### src/rtl/i2c_pkg.sv
// Shared definitions for the two-requester I2C master arbiter: controller states,
// parameter defaults and the round-robin pick rule.
package i2c_pkg;

  localparam int unsigned LenWDefault          = 4;
  localparam int unsigned TimeoutCyclesDefault = 4096;

  typedef enum logic [1:0] {
    StIdle = 2'd0,
    StAddr = 2'd1,
    StData = 2'd2,
    StStop = 2'd3
  } i2c_state_e;

  // Winner index for two requesters; prefer_idx breaks a tie.
  function automatic logic rr_pick(input logic [1:0] req, input logic prefer_idx);
    logic pick;
    if (req == 2'b11) begin
      pick = prefer_idx;
    end else begin
      pick = req[1];
    end
    return pick;
  endfunction

endpackage

### src/rtl/rr_arb2.sv
// Two-input round-robin arbiter; remembers which requester should win the next tie.
module rr_arb2
  import i2c_pkg::*;
(
  input  logic       clk_i,
  input  logic       rst_ni,
  input  logic [1:0] req_i,
  input  logic       upd_i,
  input  logic       upd_idx_i,
  output logic       idx_o
);

  logic prefer_q, prefer_d;

  always_comb begin
    idx_o    = rr_pick(req_i, prefer_q);
    prefer_d = prefer_q;
    // The requester just served loses the next tie.
    if (upd_i) begin
      prefer_d = ~upd_idx_i;
    end
  end

  always_ff @(posedge clk_i or negedge rst_ni) begin
    if (!rst_ni) begin
      prefer_q <= 1'b0;
    end else begin
      prefer_q <= prefer_d;
    end
  end

endmodule

### src/rtl/i2c_arbiter.sv
// Shares one I2C byte-level master between two write requesters: round-robin grant,
// address/data/stop sequencing and a no-progress watchdog.
module i2c_arbiter
  import i2c_pkg::*;
#(
  parameter int unsigned LEN_W          = LenWDefault,
  parameter int unsigned TIMEOUT_CYCLES = TimeoutCyclesDefault
) (
  input  logic             clk,
  input  logic             rst,
  input  logic             req0,
  input  logic             req1,
  input  logic [7:0]       addr0,
  input  logic [7:0]       addr1,
  input  logic [7:0]       wdat0,
  input  logic [7:0]       wdat1,
  input  logic [LEN_W-1:0] len0,
  input  logic [LEN_W-1:0] len1,
  output logic             gnt0,
  output logic             gnt1,
  output logic             nxt0,
  output logic             nxt1,
  output logic             done0,
  output logic             done1,
  output logic             err,
  output logic             m_start,
  output logic [7:0]       m_addr,
  output logic [7:0]       m_dat,
  input  logic             m_busy,
  input  logic             m_running,
  input  logic             m_addr_sent,
  output logic             m_restart
);

  localparam int unsigned    CntW    = $clog2(TIMEOUT_CYCLES + 1);
  localparam logic [CntW-1:0] CntLast = CntW'(TIMEOUT_CYCLES - 1);

  i2c_state_e       state_q, state_d;
  logic             owner_q, owner_d;
  logic [7:0]       addr_q, addr_d;
  logic [LEN_W-1:0] rem_q, rem_d;
  logic [CntW-1:0]  wdog_q, wdog_d;
  logic             busy_q, addr_sent_q;

  logic arb_idx;
  logic busy_fall, addr_sent_rise, timeout;
  logic start, nxt, done;

  rr_arb2 u_rr_arb2 (
    .clk_i     (clk),
    .rst_ni    (rst),
    .req_i     ({req1, req0}),
    .upd_i     (done),
    .upd_idx_i (owner_q),
    .idx_o     (arb_idx)
  );

  assign busy_fall      = busy_q & ~m_busy;
  assign addr_sent_rise = m_addr_sent & ~addr_sent_q;
  assign timeout        = (state_q != StIdle) && (wdog_q == CntLast);

  always_comb begin
    state_d = state_q;
    owner_d = owner_q;
    addr_d  = addr_q;
    rem_d   = rem_q;
    start   = 1'b0;
    nxt     = 1'b0;
    done    = 1'b0;
    err     = 1'b0;

    unique case (state_q)
      StIdle: begin
        if ((req0 || req1) && !m_running) begin
          state_d = StAddr;
          owner_d = arb_idx;
          addr_d  = arb_idx ? addr1 : addr0;
          rem_d   = arb_idx ? len1 : len0;
        end
      end
      StAddr: begin
        start = 1'b1;
        if (m_addr_sent) begin
          state_d = (rem_q == '0) ? StStop : StData;
        end
      end
      StData: begin
        start = 1'b1;
        if (busy_fall) begin
          nxt   = 1'b1;
          rem_d = rem_q - 1'b1;
          if (rem_q == LEN_W'(1)) begin
            state_d = StStop;
          end
        end
      end
      StStop: begin
        if (!m_running) begin
          done    = 1'b1;
          state_d = StIdle;
        end
      end
      default: state_d = StIdle;
    endcase

    // Watchdog abort overrides whatever the sequencer wanted this cycle.
    if (timeout) begin
      start   = 1'b0;
      nxt     = 1'b0;
      done    = 1'b1;
      err     = 1'b1;
      rem_d   = rem_q;
      state_d = StIdle;
    end
  end

  always_comb begin
    wdog_d = wdog_q + 1'b1;
    if (state_q == StIdle || state_d != state_q || addr_sent_rise || busy_fall) begin
      wdog_d = '0;
    end
  end

  always_ff @(posedge clk or negedge rst) begin
    if (!rst) begin
      state_q     <= StIdle;
      owner_q     <= 1'b0;
      addr_q      <= 8'h00;
      rem_q       <= '0;
      wdog_q      <= '0;
      busy_q      <= 1'b0;
      addr_sent_q <= 1'b0;
    end else begin
      state_q     <= state_d;
      owner_q     <= owner_d;
      addr_q      <= addr_d;
      rem_q       <= rem_d;
      wdog_q      <= wdog_d;
      busy_q      <= m_busy;
      addr_sent_q <= m_addr_sent;
    end
  end

  assign gnt0      = (state_q != StIdle) & ~owner_q;
  assign gnt1      = (state_q != StIdle) & owner_q;
  assign nxt0      = nxt & ~owner_q;
  assign nxt1      = nxt & owner_q;
  assign done0     = done & ~owner_q;
  assign done1     = done & owner_q;
  assign m_start   = start;
  assign m_addr    = addr_q;
  assign m_dat     = gnt1 ? wdat1 : (gnt0 ? wdat0 : 8'h00);
  assign m_restart = 1'b0;

endmodule
### config.mk
export PLATFORM = sky130hd
export DESIGN_NAME = i2c_arbiter
export DESIGN_NICKNAME = d
export VERILOG_FILES = /design/src/rtl/i2c_pkg.sv /design/src/rtl/rr_arb2.sv /design/src/rtl/i2c_arbiter.sv
export SDC_FILE = /design/constraint.sdc
export NUM_CORES = 1
export LEC_CHECK = 0
export BUFFER_PORTS_ARGS = -buffer_cell sky130_fd_sc_hd__buf_4
export CORE_MARGIN = 8
export CORE_UTILIZATION = 35
export CTS_CLUSTER_DIAMETER = 50
export DETAILED_ROUTE_END_ITERATION = 7
export HOLD_SLACK_MARGIN = 0.08
export SYNTH_ARGS = -nofsm -noshare
export SYNTH_HDL_FRONTEND = slang
export SYNTH_SLANG_ARGS = --single-unit
export TNS_END_PERCENT = 50
### constraint.sdc
create_clock -name clk -period 6.6 [get_ports clk]
set_input_delay 0.66 -clock clk [delete_from_list [all_inputs] [get_ports clk]]
set_output_delay 0.66 -clock clk [all_outputs]
set_load 0.02 [all_outputs]
==> results_dict.tcl <==
set metrics [dict create \
    post-route-period-util_pct 48.7 \
    vias 1705 \
    synth_top_area_share_pct 40.1 \
    synth_edf_count 0 \
    ios 72 \
    max-cap-violations 0 \
    crit_slowest_cell "ha_1" \
    grt_usage_pct 12.4 \
    worstSetupStartpoint "state_q[0]" \
    syn_area_sq_um 1930 \
    critPathArrivalTime_ns 2.55 \
    worstPathRequired_ns 5.94 \
    synth-async-reset-ratio_pct 100 \
    grt_pass1_vias 1670 \
    overflow 0 \
    ctsHtreeMaxLevel 2 \
    syn_inst 209 \
    dieWidth_um 90.3 \
    hold_class "input pin to async pin" \
    grt_pass1_wl_mm 8.25 \
    cts.sinks 31 \
    clk_latency_ns 0.28 \
    synth_common_cells "dfrtp_1, a21oi_1, mux2i_1" \
    vias_per_cell 4.90 \
    synth-seq-cells 31 \
    path_max_fanout 19 \
    grt_max_degree 32 \
    cts_made_buffers 5 \
    slew_violations 0 \
    port_buffers 70 \
    dp_hpwl_mm 3.95 \
    initial_core_util_pct 35.8 \
    num-fill-cells 545 \
    setup.worst_path.class "flip-flop to primary output" \
    clock_skew_ns 0.00506 \
    reg2reg_from "state_q[0]" \
    path_clk_slew_ns 0.06 \
    syn2layout_area_growth_pct 33.5 \
    antenna_cells 0 \
    tns_ns 0 \
    worst_pin_slew_ns 0.878 \
    dpl-instance-area_sq_um 2490 \
    postRouteAntennaNets 0 \
    rsz0062_at_grt "no" \
    p_leak_uw 0.00128 \
    cp_common_cell "nor2_1" \
    final_nets 331 \
    seq_area_frac_synth_pct 40.1 \
    cp_slowest_stage_delay_ns 0.65 \
    layout-drive-gt1-share_pct 31.2 \
    setup_viol 0 \
    ys_types 39 \
    drc_errors 0 \
    reg2reg_depth 8 \
    fmax_mhz 311 \
    crit_path_end_kind "primary output" \
    routabilityCongestion 0.822 \
    drt_pre_antenna_iters 4 \
    postLayoutCoreUtil_pct 47.7 \
    wl_mm 4.98 \
    design_area_sq_um 2580 \
    relSlewSlack_pct 41.1 \
    syn_avg_cell_area_sq_um 9.25 \
    start_kind "flip-flop" \
    synth_nets 264 \
    dieArea_sq_um 8160 \
    peakVddDrop_mv 0.133 \
    status "complete, no violations" \
    antenna_found_initial 0 \
    cts_tree "built" \
    cts.hold.buffers_added 0 \
    wl_per_cell_um 14.3 \
    drtIter0Drc 78 \
    post-synth-top-count-cell "dfrtp_1" \
    crit_chain "inv_1 -> ha_1 -> nor2_1 -> and4_1 -> a21oi_1 -> nor2_1 -> buf_4" \
    ys_warn_count 0 \
    clock_path_buffers 2 \
    fp.dieH_um 90.3 \
    post_cts_buffers 0 \
    p_per_area_nw_per_um2 368 \
    hold_viol 0 \
    cts_resized 0 \
    root_buffer "clkbuf_8" \
    period_minus_slack_ns 3.21 \
    num_rows 27 \
    core-area_sq_um 5410 \
    synth_ff_type "dfrtp_1" \
    synth_area_leader_cell "dfrtp_1" \
    synth_area_leaders "dfrtp_1, mux2i_1, a21oi_1" \
]
[state kept, by name (all words and copies together), names as in the netlist]
register and flops:
wdog_q 13, m_addr 8, state_q 2, addr_sent_q 1
rem_q 4, owner_q 1, busy_q 1, u_rr_arb2.prefer_q 1
[report_power, final]
part | total (uW) | internal [uW] | switching [uW]
registers | 293 | 241 | 52.4
logic | 511 | 219 | 292
clock network | 146 | 81.6 | 64.4
total | 950 | 541 | 409
[worst paths after layout]
check                                     end  slack [ns]
hold / removal                      m_addr[0]        0.31
setup reg to reg                    wdog_q[1]        3.54
min in group clk           u_rr_arb2.prefer_q        0.48
hold reg to reg            u_rr_arb2.prefer_q        0.48
max in group asynchronous           m_addr[5]        5.99
setup / recovery                        done0        3.39
[layer usage]
metal	track usage (%)	wire length (um)	share of wire, %
met2	19.4	2330	47
met5	0	0	0
met1	15.8	2330	47
met4	5.27	96	1.9
met3	2.91	229	4.6
[area by class of cell]
| cell class | count | area (sq um) | share of cell area [%] |
|---|---|---|---|
| Timing Repair Buffer | 71 | 533 | 20.7 |
| Clock buffer | 6 | 82.6 | 3.20 |
| Multi-Input combinational cell | 157 | 1060 | 40.9 |
| Sequential cell | 31 | 776 | 30.1 |
| Inverter | 10 | 37.5 | 1.45 |
| Tap cell | 72 | 90.1 | 3.49 |
| Clock inverter | 1 | 5.00 | 0.194 |
[logic make-up (layout without fill, tap and decap cells)]
| logic type | Yosys count | in the layout | synth area share, % |
|---|---|---|---|
| compound gates | 49 | 49 | 15.0 |
| xor+xnor | 11 | 11 | 4.98 |
| fa+ha+maj | 8 | 8 | 5.18 |
| buf+inv | 21 | 88 | 5.24 |
| flops | 31 | 31 | 40.1 |
| mux | 21 | 21 | 11.1 |
| other cells | 1 | 1 | 0.194 |
| simple gates | 67 | 67 | 18.3 |
[critical path, delay by kind of cell (launching register included)]
kind            cells  cell delay, ns
fa+ha+maj           1            0.65
simple gates        3            0.57
flops               1            0.44
compound gates      1            0.26
buf+inv             2            0.36
[cells in the final DEF, fill, tap and decap left out, types with 2 or more instances in the layout]
cell type / instances
nor2_1: 17
and3_1: 6
a21oi_1: 20
o21ai_1: 3
nor2b_1: 5
nor4_1: 3
o21ai_0: 15
xor2_1: 7
ha_1: 8
inv_1: 10
nor3_1: 4
buf_4: 71
mux2i_1: 18
clkbuf_8: 6
nand3_1: 7
nand2_1: 15
o21ba_2: 2
and4_1: 2
a22oi_1: 3
dfrtp_1: 31
xnor2_1: 4
mux2_2: 3
[through the flow]
step / hold slack (ns) / instances / total power, uW / setup WS [ns]
after floorplan: 0.364 / 209 / 634 / 3.95
after global placement: 0.465 / 341 / 810 / 3.61
after detailed placement: 0.469 / 341 / 814 / 3.55
after CTS: 0.313 / 348 / 966 / 3.39
after global routing: 0.339 / 348 / 1030 / 3.09
final: 0.309 / 348 / 950 / 3.39
No activity file was read; power rests on OpenSTA's default activity.
